**config.mk**
```make
export PLATFORM = sky130hd
export DESIGN_NAME = keypad_matrix_responder
export DESIGN_NICKNAME = d
export VERILOG_FILES = /design/src/rtl/keypad_pkg.sv /design/src/rtl/keypad_key_fifo.sv /design/src/rtl/keypad_matrix_responder.sv
export SDC_FILE = /design/constraint.sdc
export NUM_CORES = 1
export LEC_CHECK = 0
export CAP_MARGIN = 10
export CORE_ASPECT_RATIO = 1.1
export CORE_MARGIN = 4
export CORE_UTILIZATION = 40
export DETAILED_ROUTE_END_ITERATION = 8
export PLACE_DENSITY = 0.65
export SLEW_MARGIN = 20
export SYNTH_ARGS = -nofsm -noshare
export SYNTH_HDL_FRONTEND = slang
export SYNTH_HIERARCHICAL = 1
export SYNTH_SLANG_ARGS = --single-unit
```
**constraint.sdc**
```tcl
create_clock -name clk -period 3.1 [get_ports clk]
set_clock_uncertainty 0.2 [all_clocks]
set_input_delay 0.62 -clock clk [delete_from_list [all_inputs] [get_ports clk]]
set_output_delay 0.62 -clock clk [all_outputs]
set_load 0.005 [all_outputs]
```
**src/rtl/keypad_pkg.sv**
```systemverilog
// Shared types and helpers for the keypad matrix responder.
// A key code packs row index in [3:2] and column index in [1:0].
package keypad_pkg;

  localparam int KEY_W = 4;
  localparam logic [3:0] ROW_IDLE = 4'hF;

  typedef enum logic [1:0] {
    IDLE    = 2'd0,
    PRESS   = 2'd1,
    RELEASE = 2'd2
  } state_t;

  function automatic logic [1:0] key_row(input logic [KEY_W-1:0] code);
    return code[3:2];
  endfunction

  function automatic logic [1:0] key_col(input logic [KEY_W-1:0] code);
    return code[1:0];
  endfunction

endpackage

```
**src/rtl/keypad_key_fifo.sv**
```systemverilog
// Small synchronous FIFO holding queued key codes; read data is the current head.
// A push while full is dropped even when a pop happens in the same cycle.
module keypad_key_fifo #(
  parameter int DEPTH = 4,
  parameter int WIDTH = 4
) (
  input  logic                     clk,
  input  logic                     rst,
  input  logic                     push,
  input  logic [WIDTH-1:0]         push_data,
  input  logic                     pop,
  output logic [WIDTH-1:0]         pop_data,
  output logic [$clog2(DEPTH):0]   count,
  output logic                     full,
  output logic                     empty
);

  localparam int PTR_W = $clog2(DEPTH);

  logic [WIDTH-1:0] mem [DEPTH];
  logic [PTR_W-1:0] wr_ptr;
  logic [PTR_W-1:0] rd_ptr;
  logic             do_push;
  logic             do_pop;

  assign full     = (count == (PTR_W+1)'(DEPTH));
  assign empty    = (count == '0);
  assign do_push  = push && !full;
  assign do_pop   = pop && !empty;
  assign pop_data = mem[rd_ptr];

  // Pointers wrap naturally because DEPTH is a power of two.
  always_ff @(posedge clk) begin
    if (rst) begin
      wr_ptr <= '0;
      rd_ptr <= '0;
      count  <= '0;
    end else begin
      if (do_push) wr_ptr <= wr_ptr + 1'b1;
      if (do_pop)  rd_ptr <= rd_ptr + 1'b1;
      case ({do_push, do_pop})
        2'b10:   count <= count + 1'b1;
        2'b01:   count <= count - 1'b1;
        default: count <= count;
      endcase
    end
  end

  always_ff @(posedge clk) begin
    if (do_push) mem[wr_ptr] <= push_data;
  end

endmodule

```
**src/rtl/keypad_matrix_responder.sv**
```systemverilog
// Keypad-side model of a 4x4 matrix: plays back queued key presses by pulling
// the held key's row low whenever the scanner strobes that key's column.
module keypad_matrix_responder
  import keypad_pkg::*;
#(
  parameter int HOLD_CYCLES = 50000,
  parameter int GAP_CYCLES  = 50000,
  parameter int FIFO_DEPTH  = 4
) (
  input  logic             clk,
  input  logic             rst,
  input  logic [3:0]       col,
  output logic [3:0]       row,
  input  logic             key_valid,
  input  logic [KEY_W-1:0] key_code,
  output logic             key_ready,
  output logic             busy,
  output logic             pressed,
  output logic [KEY_W-1:0] pressed_code
);

  localparam int MAX_CYC = (HOLD_CYCLES > GAP_CYCLES) ? HOLD_CYCLES : GAP_CYCLES;
  localparam int CNT_W   = (MAX_CYC > 1) ? $clog2(MAX_CYC) : 1;
  localparam int CNT_FW  = $clog2(FIFO_DEPTH) + 1;

  state_t           state, state_next;
  logic [CNT_W-1:0] cnt, cnt_next;
  logic [KEY_W-1:0] cur_code, code_next;
  logic [3:0]       row_next;
  logic             busy_next;
  logic             pop;
  logic [KEY_W-1:0] fifo_head;
  logic [CNT_FW-1:0] fifo_count;
  logic             fifo_full;
  logic             fifo_empty;

  keypad_key_fifo #(
    .DEPTH (FIFO_DEPTH),
    .WIDTH (KEY_W)
  ) u_fifo (
    .clk       (clk),
    .rst       (rst),
    .push      (key_valid),
    .push_data (key_code),
    .pop       (pop),
    .pop_data  (fifo_head),
    .count     (fifo_count),
    .full      (fifo_full),
    .empty     (fifo_empty)
  );

  assign key_ready = !fifo_full;

  always_ff @(posedge clk) begin
    if (rst) begin
      state    <= IDLE;
      cnt      <= '0;
      cur_code <= '0;
      row      <= ROW_IDLE;
      busy     <= 1'b0;
    end else begin
      state    <= state_next;
      cnt      <= cnt_next;
      cur_code <= code_next;
      row      <= row_next;
      busy     <= busy_next;
    end
  end

  // Counters count down to zero and the state moves on at zero, never wrapping.
  always_comb begin
    state_next = state;
    cnt_next   = cnt;
    code_next  = cur_code;
    pop        = 1'b0;
    case (state)
      IDLE: begin
        if (!fifo_empty) begin
          pop        = 1'b1;
          code_next  = fifo_head;
          cnt_next   = CNT_W'(HOLD_CYCLES - 1);
          state_next = PRESS;
        end
      end
      PRESS: begin
        if (cnt == '0) begin
          cnt_next   = CNT_W'(GAP_CYCLES - 1);
          state_next = RELEASE;
        end else begin
          cnt_next = cnt - 1'b1;
        end
      end
      RELEASE: begin
        if (cnt == '0) state_next = IDLE;
        else           cnt_next   = cnt - 1'b1;
      end
      default: state_next = IDLE;
    endcase
  end

  // Row and busy look ahead at the next state so both line up with the press window.
  always_comb begin
    row_next = ROW_IDLE;
    if (state_next == PRESS && col[key_col(code_next)] == 1'b0) begin
      row_next[key_row(code_next)] = 1'b0;
    end
    busy_next    = (state_next != IDLE) || (fifo_count != '0);
    pressed      = (state == PRESS);
    pressed_code = pressed ? cur_code : '0;
  end

endmodule
```
==> results of run 1 <==
## final timing paths
check	startpoint	to	depth (start not counted)
max reg2reg	cnt[0]	row[1]	7
min	cnt[5]	cnt[5]	2
min reg2reg	cnt[5]	cnt[5]	2
max	cnt[0]	row[1]	7
## synth_stat cells, types with 4 or more instances
| library cell | count | area [µm²] |
|---|---|---|
| ha_1 | 11 | 137.6 |
| o21ai_0 | 17 | 85.08 |
| nor3_1 | 7 | 35.03 |
| dfxtp_1 | 36 | 720.7 |
| nor3b_1 | 5 | 37.54 |
| or3_1 | 5 | 31.28 |
| nor2_1 | 21 | 78.83 |
| nand2_1 | 16 | 60.06 |
| mux4_2 | 4 | 90.09 |
| nor4_1 | 5 | 31.28 |
| clkbuf_1 | 5 | 18.77 |
| a21oi_1 | 18 | 90.09 |
| inv_1 | 13 | 48.80 |
| nor4b_1 | 4 | 35.03 |
| xor2_1 | 6 | 52.55 |
| and2_1 | 9 | 56.30 |
| nand3_1 | 5 | 25.02 |
| edfxtp_1 | 16 | 480.5 |
## area by class of cell
class | count | area (µm²) | area share
multi-input cells | 191 | 1365 | 0.4455
flip-flops and latches | 52 | 1201 | 0.3920
repair buffers | 26 | 247.7 | 0.08085
well taps | 80 | 100.1 | 0.03267
clock buffers | 5 | 68.82 | 0.02246
inverters | 14 | 52.55 | 0.01715
clock inverters | 3 | 28.78 | 0.009392
## registers in the layout (all words and copies together) (netlist names), named ones only
name	flops
cnt	16
u_fifo/mem	16
cur_code	4
row	4
u_fifo/count	3
state	2
u_fifo/rd_ptr	2
u_fifo/wr_ptr	2
busy	1
## where the power goes
group          internal, W  total [W]  switching, W
Clock             0.000171   0.000424      0.000253
Combinational     0.000558    0.00132      0.000764
Sequential        0.000863    0.00104      0.000172
## layer usage
layer | share of wire | vias to the layer above
li1 | - | 1031
met1 | 0.46 | 976
met2 | 0.49 | 33
met3 | 0.032 | 10
met4 | 0.020 | 0
met5 | 0 | -
## metrics by stage
stage               cells  area, µm²
floorplan             266       2655
global placement      363       2967
detailed placement    363       2967
CTS                   371       3064
global route          371       3064
finish                371       3064
## worst max-delay path, cell delays in order, from the launching register on
cell and delay [ns]:
dfxtp_1 0.36, inv_1 0.13, ha_1 0.17, or4b_1 0.58, or4_1 0.55, a221o_1 0.36, o2111a_2 0.20, o21ai_2 0.07
## logic make-up (layout without fill, tap and decap cells)
family / Yosys count / after routing / share of synthesized area
xor gates and xnor gates: 9 / 9 / 0.02969
buffers and inverters: 23 / 48 / 0.03346
muxes: 7 / 7 / 0.04524
DFF: 52 / 52 / 0.4524
adders and majority gates: 12 / 12 / 0.05938
and+or+nand+nor: 101 / 101 / 0.2205
AOI/OAI and AO/OA: 62 / 62 / 0.1593
==> run summary, run 1 <==
Gate count after technology mapping -> 266
Setup crit end kind -> flop
Starting Density -> 0.4210
Register area share after synthesis -> 0.4524
DRC -> 0
Slew margin rel. -> 0.6072
Period utilization -> 0.8637
Layout Nets -> 313
I/O pins -> 22
Unrepaired setup endpoints after global routing -> no
Setup TNS -> 0 ns
Die area -> 8007 µm²
Pwr dens -> 907.4 nW/µm²
Std cell rows -> 30
Synth Area per Inst -> 9.981 µm²
Fraction of layout cells with a size suffix above 1 -> 0.1065
Post-CTS Setup Inserts -> 0
Vias in the first global route -> 2,063
Highest-count cells in the layout ignoring fill and taps -> 36 x dfxtp_1, 21 x nor2_1, 21 x clkdlybuf4s50_1, 18 x a21oi_1, 17 x o21ai_0
Post-route total power -> 0.002781 W
First-pass GRT wire length -> 9715 µm
Final Hold Slack -> 0.2936 ns
GR Util met1 -> 0.1870
Pre-CTS setup slack -> 0.3247 ns
Max Slew Vio Count -> 0
CTS tree -> done
Hold Vio Cnt, Final -> 0
Total number of vias -> 2,050
Busiest grt layer -> met2
Area Growth Syn to Fin -> 15.41%
Synth async-reset ratio -> 0
Grt total ovfl -> 0
Worst EP required -> 3.16 ns
WL/cell -> 14.96 µm
Clock root cell -> clkbuf_8
Reg2Reg Setup Slack -> 0.42 ns
Dpl hpwl -> 4036 µm
Data arrival, critical path -> 2.73 ns
GP Congestion -> 0.8087
Post-route setup slack -> 0.4225 ns
Fillers -> 600
Antenna fix cells -> 0
Pleak -> 1.084 nW
Most common cell after layout, fill and taps aside -> dfxtp_1
Final Critical Period -> 2.678 ns
Reg clk slew, reported paths -> 0.10 ns
Startpoint Class -> flop
First-pass DRT Iterations -> 4
Initial antenna violation count -> 0
Max Freq -> 0.3735 GHz
H-tree depth -> 2
Core ar. -> 6306 µm²
Status -> finished, final reports clean
Pin slew with the least headroom to its limit -> 0.5891 ns
Vias/cell -> 5.526
Post-layout util -> 0.4859
Critical path class -> flop to flop
Die Y -> 93.45 µm
EDFF count, synth -> 16
Die W -> 85.68 µm
Max Cap Viol -> 0
# resized after CTS -> 0
Worst Path Max Fanout -> 6
CTS buffer count -> 5
Post-Route WL -> 5552 µm
Hold buffers post-CTS -> 0
Drt first-iter violations -> 106
Pin count of the biggest net entering global routing -> 27
Grt met2 use -> 0.2545
Post-synth net total -> 289
Skew-Pair Late Insertion Delay -> 0.31 ns
Hold Path Class -> flop to flop
#FFs+latches synth -> 52
Routed Antenna Nets -> 0
Mapped Area -> 2655 µm²
GR Util All Layers -> 0.1502
Port bufs -> 21
Synth cell types -> 57
Clock tree sinks -> 52
Met3 usage -> 0.03172
Synth Flop Type -> dfxtp_1
Ys Warns -> 6
Final setup viols -> 0
CTS max path bufs -> 2
Maximum VDD drop -> 0.3692 mV
No activity file was read; power rests on OpenSTA's default activity.
==> run 2: changes to the inputs <==
Settings changed: CAP_MARGIN 10 to 40, MAX_ROUTING_LAYER set to met4.
==> run 2 against run 1 <==
Compared with the run above: critical path type unchanged; maximum frequency about the same; largest cell class unchanged; clock power about the same; critical path depth unchanged; via count is 0.29% lower; sequential power barely moved; sequential share of layout area unchanged; total power hardly changed; global-route usage increased by 0.43 points.
==> run summary, run 2 (synthesis gave the netlist of run 1 again) <==
Unrepaired setup endpoints after global routing -> no
Startpoint Class -> flop
Clock root cell -> clkbuf_8
WL/cell -> 14.99 µm
Layout Nets -> 313
Most common cell after layout, fill and taps aside -> dfxtp_1
Maximum VDD drop -> 0.3696 mV
Max Freq -> 0.3733 GHz
Post-route total power -> 0.002782 W
Final setup viols -> 0
Hold buffers post-CTS -> 0
Hold Path Class -> flop to flop
Slew margin rel. -> 0.6051
Pin slew with the least headroom to its limit -> 0.5924 ns
I/O pins -> 22
# resized after CTS -> 0
Pwr dens -> 908.0 nW/µm²
Die Y -> 93.45 µm
DRC -> 0
Pin count of the biggest net entering global routing -> 27
Grt total ovfl -> 0
Skew-Pair Late Insertion Delay -> 0.31 ns
Core ar. -> 6306 µm²
Fraction of layout cells with a size suffix above 1 -> 0.1065
Antenna fix cells -> 0
Data arrival, critical path -> 2.73 ns
Status -> finished, final reports clean
Post-Route WL -> 5561 µm
Vias in the first global route -> 2,054
GR Util All Layers -> 0.1545
Std cell rows -> 30
Starting Density -> 0.4210
First-pass GRT wire length -> 9735 µm
Final Critical Period -> 2.679 ns
Die W -> 85.68 µm
CTS buffer count -> 5
Routed Antenna Nets -> 0
Area Growth Syn to Fin -> 15.41%
Max Cap Viol -> 0
Setup TNS -> 0 ns
Period utilization -> 0.8642
Critical path class -> flop to flop
Worst Path Max Fanout -> 6
Worst EP required -> 3.16 ns
Post-CTS Setup Inserts -> 0
Drt first-iter violations -> 121
CTS tree -> done
GP Congestion -> 0.8206
Fillers -> 600
Setup crit end kind -> flop
Highest-count cells in the layout ignoring fill and taps -> 36 x dfxtp_1, 21 x nor2_1, 21 x clkdlybuf4s50_1, 18 x a21oi_1, 17 x o21ai_0
Largest regs -> cnt: 16 flops, u_fifo/mem: 16 flops
Dpl hpwl -> 4036 µm
Clock tree sinks -> 52
Port bufs -> 21
Max Slew Vio Count -> 0
First-pass DRT Iterations -> 4
Total number of vias -> 2,044
CTS max path bufs -> 2
Reg clk slew, reported paths -> 0.10 ns
H-tree depth -> 2
Die area -> 8007 µm²
Vias/cell -> 5.509
Hold Vio Cnt, Final -> 0
Post-layout util -> 0.4859
Initial antenna violation count -> 0
Pleak -> 1.084 nW
-- run 2: cell counts in the layout (fill, tap and decap cells not counted) --
No cell type changed its count.
-- run 2: cell type report --
class,count,area (µm²),share of cell area
multi-input cells,191,1365,0.4455
flip-flops and latches,52,1201,0.3920
repair buffers,26,247.7,0.08085
well taps,80,100.1,0.03267
clock buffers,5,68.82,0.02246
inverters,14,52.55,0.01715
clock inverters,3,28.78,0.009392
-- run 2: critical path, cell delays in order (launching register included) --
cell,delay (ns)
dfxtp_1,0.37
inv_1,0.13
ha_1,0.17
or4b_1,0.58
or4_1,0.55
a221o_1,0.36
o2111a_2,0.20
o21ai_2,0.07
-- run 2: worst paths after layout --
check | startpoint | to | slack (ns) | depth (start not counted)
setup / recovery | cnt[0] | row[1] | 0.42 | 7
hold / removal | cnt[5] | cnt[5] | 0.29 | 2
setup reg to reg | cnt[0] | row[1] | 0.42 | 7
hold reg to reg | cnt[5] | cnt[5] | 0.29 | 2
-- run 2: through the flow --
stage / cell area [µm²] / hold slack (ns) / worst slack [ns] / instances
after detailed placement: 2967 / 0.2769 / 0.3247 / 363
after CTS: 3064 / 0.2956 / 0.4078 / 371
after global routing: 3064 / 0.3091 / 0.2959 / 371
after floorplan: 2655 / 0.2511 / 0.3437 / 266
final: 3064 / 0.2937 / 0.4209 / 371
after global placement: 2967 / 0.2738 / 0.3769 / 363
-- run 2: per-layer routing --
layer  wire length, µm  GRT usage  share of wire
met1              2566     0.1876           0.46
met4               108    0.05541          0.019
met2              2721     0.2545           0.49
met5                 0          -              0
met3               165    0.03172          0.030
-- run 2: power by group --
group | total (W) | internal [W] | switching [W]
sequential | 0.00103 | 0.000863 | 0.000171
clock | 0.000426 | 0.000171 | 0.000255
combinational | 0.00132 | 0.000558 | 0.000765
